[src/rtl/hello_char_src.sv]
// Streams "Hello World\n" over valid/ready with a programmable gap and pass count.
// Define HELLO_CHECKSUM_EN to append the XOR checksum byte 8'h2A at index 12.
module hello_char_src #(
    parameter int GAP_CYCLES = 0,
    parameter int REPEAT     = 1
) (
    input  logic       clk,
    input  logic       rst_n,
    input  logic       start,
    output logic [7:0] out_data,
    output logic       out_valid,
    input  logic       out_ready,
    output logic [3:0] char_idx,
    output logic       busy,
    output logic       done
);

`ifdef HELLO_CHECKSUM_EN
    localparam int MSG_LEN = 13;
`else
    localparam int MSG_LEN = 12;
`endif

    localparam logic [3:0] LAST_IDX = 4'(MSG_LEN - 1);
    localparam int GW = (GAP_CYCLES > 1) ? $clog2(GAP_CYCLES) : 1;
    localparam int PW = (REPEAT > 1) ? $clog2(REPEAT) : 1;
    localparam logic [GW-1:0] GAP_LAST = GW'((GAP_CYCLES > 0) ? GAP_CYCLES - 1 : 0);
    localparam logic [PW-1:0] PASS_LAST = PW'((REPEAT > 0) ? REPEAT - 1 : 0);

    localparam logic [1:0] IDLE = 2'd0;
    localparam logic [1:0] SEND = 2'd1;
    localparam logic [1:0] GAP  = 2'd2;
    localparam logic [1:0] DONE = 2'd3;

    logic [1:0]    state_q, state_d;
    logic [7:0]    out_data_q, out_data_d;
    logic          out_valid_q, out_valid_d;
    logic [3:0]    char_idx_q, char_idx_d;
    logic          busy_q, busy_d;
    logic          done_q, done_d;
    logic [PW-1:0] pass_q, pass_d;
    logic [GW-1:0] gap_q, gap_d;
    logic [3:0]    nxt_idx;

    function automatic logic [7:0] rom(input logic [3:0] i);
        logic [7:0] b;
        case (i)
            4'd0:    b = 8'h48;
            4'd1:    b = 8'h65;
            4'd2:    b = 8'h6C;
            4'd3:    b = 8'h6C;
            4'd4:    b = 8'h6F;
            4'd5:    b = 8'h20;
            4'd6:    b = 8'h57;
            4'd7:    b = 8'h6F;
            4'd8:    b = 8'h72;
            4'd9:    b = 8'h6C;
            4'd10:   b = 8'h64;
            4'd11:   b = 8'h0A;
`ifdef HELLO_CHECKSUM_EN
            4'd12:   b = 8'h2A;
`endif
            default: b = 8'h00;
        endcase
        return b;
    endfunction

    always_comb begin
        state_d     = state_q;
        out_data_d  = out_data_q;
        out_valid_d = out_valid_q;
        char_idx_d  = char_idx_q;
        busy_d      = busy_q;
        done_d      = 1'b0;
        pass_d      = pass_q;
        gap_d       = gap_q;
        nxt_idx     = 4'd0;
        case (state_q)
            IDLE: begin
                if (start) begin
                    state_d     = SEND;
                    out_valid_d = 1'b1;
                    out_data_d  = rom(4'd0);
                    char_idx_d  = 4'd0;
                    busy_d      = 1'b1;
                    pass_d      = '0;
                    gap_d       = '0;
                end
            end
            SEND: begin
                if (out_ready) begin
                    if (char_idx_q == LAST_IDX && pass_q == PASS_LAST) begin
                        state_d     = DONE;
                        out_valid_d = 1'b0;
                        busy_d      = 1'b0;
                        done_d      = 1'b1;
                    end else begin
                        if (char_idx_q == LAST_IDX) begin
                            nxt_idx = 4'd0;
                            pass_d  = pass_q + 1'b1;
                        end else begin
                            nxt_idx = char_idx_q + 4'd1;
                        end
                        char_idx_d = nxt_idx;
                        out_data_d = rom(nxt_idx);
                        // Next byte is staged now; GAP only withholds valid.
                        if (GAP_CYCLES > 0) begin
                            state_d     = GAP;
                            out_valid_d = 1'b0;
                            gap_d       = '0;
                        end
                    end
                end
            end
            GAP: begin
                if (gap_q == GAP_LAST) begin
                    state_d     = SEND;
                    out_valid_d = 1'b1;
                end else begin
                    gap_d = gap_q + 1'b1;
                end
            end
            DONE: begin
                state_d = IDLE;
            end
            default: begin
                state_d = IDLE;
            end
        endcase
    end

    always_ff @(posedge clk or negedge rst_n) begin
        if (!rst_n) begin
            state_q     <= IDLE;
            out_data_q  <= 8'h00;
            out_valid_q <= 1'b0;
            char_idx_q  <= 4'd0;
            busy_q      <= 1'b0;
            done_q      <= 1'b0;
            pass_q      <= '0;
            gap_q       <= '0;
        end else begin
            state_q     <= state_d;
            out_data_q  <= out_data_d;
            out_valid_q <= out_valid_d;
            char_idx_q  <= char_idx_d;
            busy_q      <= busy_d;
            done_q      <= done_d;
            pass_q      <= pass_d;
            gap_q       <= gap_d;
        end
    end

    assign out_data  = out_data_q;
    assign out_valid = out_valid_q;
    assign char_idx  = char_idx_q;
    assign busy      = busy_q;
    assign done      = done_q;

endmodule
[config.mk]
export PLATFORM = sky130hd
export DESIGN_NAME = hello_char_src
export DESIGN_NICKNAME = d
export VERILOG_FILES = /design/src/rtl/hello_char_src.sv
export SDC_FILE = /design/constraint.sdc
export NUM_CORES = 1
export LEC_CHECK = 0
export BUFFER_PORTS_ARGS = -buffer_cell sky130_fd_sc_hd__buf_2
export CAP_MARGIN = 10
export CORE_ASPECT_RATIO = 0.5
export CORE_UTILIZATION = 24
export DETAILED_ROUTE_END_ITERATION = 8
export HOLD_SLACK_MARGIN = 0.1
export PLACE_DENSITY_LB_ADDON = 0.3
export SLEW_MARGIN = 10
export SYNTH_ARGS = -nofsm -noshare
export SYNTH_HDL_FRONTEND = slang
export SYNTH_SLANG_ARGS = --single-unit
[constraint.sdc]
create_clock -name clk -period 3.1 [get_ports clk]
set_input_delay 0.62 -clock clk [delete_from_list [all_inputs] [get_ports clk]]
set_output_delay 0.62 -clock clk [all_outputs]
set_load 0.02 [all_outputs]
==> key figures <==
Clock network
  • Worst skew pair latency: 250 ps
  • # hold bufs at CTS: 0
  • CTS tree: done
  • Num CTS Buffers: 3
  • H-tree levels: 1
  • PostCTS Resize Cnt: 0
  • Setup Buffers After CTS: 0
  • CTS root buffer: clkbuf_8
  • CTS sink count: 17
  • CTS max path bufs: 2
  • Clock Pin Slew Worst Setup and Hold Paths: 70 ps

Global routing
  • Antenna violations before repair: 0
  • Largest net degree at the start of global routing: 20
  • GRT Resource Usage Total: 0.104
  • Number of global-route vias before repair: 894
  • First-pass GRT wire length: 4200 um
  • Remaining Overflow, GRT: 0

Die
  • Core Area: 4550 sq um
  • Chip width: 101 um
  • Io pins: 19
  • Row count: 17
  • Starting Density: 0.258
  • Die area: 5190 sq um
  • Die Ht: 51.4 um

STA
  • Sum Neg Setup Slack: 0 ps
  • Least-Margin Pin Slew: 578 ps
  • Finish-stage setup viols: 0
  • Clock skew: 1.10 ps
  • Post-route minimum period: 2350 ps
  • Relative slew slack: 0.615
  • Fin. Hold Viols: 0
  • Final Max Tran Viols: 0
  • F_max: 0.426 GHz
  • RSZ-0062 raised after global routing: no
  • Period utilization: 0.758

Setup path
  • Flop-to-flop setup slack: 750 ps
  • Critical path class: reg2reg
  • Crit end category: flop
  • Cell count of the worst reg-to-reg path: 6
  • Setup crit start kind: flop
  • Worst Path Arrival: 2480 ps
  • R2r endpoint: out_data[4]
  • Worst EP required: 3230 ps
  • Worst Path Max Fanout: 16
  • Worst r2r src: char_idx[0]

Placement
  • Dpl hpwl: 1870 um
  • Port bufs: 17
  • Gpl congestion: 0.810

Synthesis
  • Cells after Synth: 133
  • Synthesized area: 1170 sq um
  • #FFs+latches synth: 17
  • Fraction of registers with async set/reset: 1.00
  • Post-synth top area cell: dfrtp_1
  • Area contributors post-synth: dfrtp_1 (36%), ha_1 (7.5%), a21oi_1 (5.5%)
  • Synth top area share: 0.363
  • Ys Warns: 0
  • Prevailing post-synth register cell: dfrtp_1
  • Post-synthesis sequential area ratio: 0.363
  • Syn nets: 144
  • Synth unique cells: 42
  • Post-synth EDFFs: 0
  • Mean Syn Cell Area: 8.81 sq um

Finish
  • Commonest cells after routing, fill and taps aside: dfrtp_1 (17), buf_2 (17), a21oi_1 (13)
  • Multi-input gate area: 674 sq um
  • Register area: 425 sq um
  • Ant diodes: 0
  • Nets: 158
  • Area Growth Syn to Fin: 14.0%
  • Total of fill cells in the finished design: 489
  • Layout cells sized above 1: 0.185

Power
  • Leak: 0.603 nW
  • Power Dens Cells: 961 nW/um^2
  • Total power: 1.28 mW
  • IR drop worst, VDD: 189 uV

Detailed routing
  • Total wire length: 2590 um
  • DRC errors left: 0
  • Routed Antenna Nets: 0
  • DRT iter0 DRCs: 85
  • Vias per Instance: 4.63
  • Vias: 982
  • Drt pass-1 iters: 4
  • Wirelength per Cell: 12.2 um

Status
  • Status: finished clean

Worst hold path
  • HP Class: in2async

Job
  • Max-cap violations: 0
## how the worst max path moves through the flow
stage	start	end	slack [ps]	cells after the start
3_5_place_dp	char_idx[0]	out_data[4]	780	6
5_1_grt	char_idx[0]	out_data[4]	580	6
2_1_floorplan	char_idx[0]	out_data[2]	1100	9
3_3_place_gp	char_idx[0]	out_data[4]	860	6
6_report	char_idx[0]	out_data[4]	750	6
4_1_cts	char_idx[0]	out_data[4]	780	6
## area by class of cell
type                       count  share of cell area
inverter                       6              0.0169
sequential                    17               0.318
multi-input combinational    102               0.505
clock buffer                   3              0.0309
timing repair buffer          17              0.0637
clock inverter                 1             0.00375
tap                           66              0.0618
## worst max-delay path, cell delays in order (launching register included)
cell and delay, ps:
dfrtp_1 640, ha_1 530, nand3b_4 190, o211ai_4 240, o21ai_2 170, and4_1 220, a221o_1 250
## state kept, by name, summed over array words and instances (netlist names)
| signal | cells |
|---|---|
| done | 1 |
| char_idx | 4 |
| out_valid | 1 |
| pass_q | 1 |
| busy | 1 |
| state_q | 2 |
| out_data | 7 |
## power by group
| group | total [mW] | switching (mW) | leakage (nW) | internal [mW] |
|---|---|---|---|---|
| combinational | 0.717 | 0.425 | 0.367 | 0.291 |
| clock | 0.163 | 0.0741 | 0.0255 | 0.0890 |
| sequential | 0.404 | 0.118 | 0.211 | 0.286 |
| total | 1.28 | 0.618 | 0.603 | 0.666 |
## cells by family after synthesis
kind of cell / count (synthesis) / share of synthesized area
buf+inv: 14 / 0.0619
fa+ha+maj: 7 / 0.0747
other cells: 1 / 0.00320
simple gates: 45 / 0.202
compound gates: 47 / 0.281
flops: 17 / 0.363
xor+xnor: 2 / 0.0149
## metrics by stage
step           worst slack [ps]  cell area [sq um]   util  cells  hold WS, ps
2_1_floorplan              1100               1170      -    133          324
3_3_place_gp                858               1290  0.283    208          465
3_5_place_dp                780               1290  0.283    208          478
4_1_cts                     785               1340  0.294    212          301
5_1_grt                     580               1340  0.294    212          323
6_report                    752               1340  0.294    212          291
## synthesized netlist by cell type, drive strengths merged, types with 2 or more instances
cell	n
and2	2
and2b	2
o21ai	9
ha	7
nor2b	2
a22o	2
clkbuf	3
o22ai	4
buf	5
a21oi	13
a22oi	3
o211ai	3
inv	6
a21boi	2
dfrtp	17
nand2	12
nor3	7
a221o	2
nor2	12
a21o	2
nand3	3
## metal layers
layer  global-route usage  vias to the layer above  wire [um]
met5                    0                        -          0
li1                     -                      505          -
met4               0.0531                        0         31
met1                0.141                      454       1320
met3               0.0123                        4         88
met2                0.166                       19       1150
Note: power is estimated with default switching activity, not from simulation.
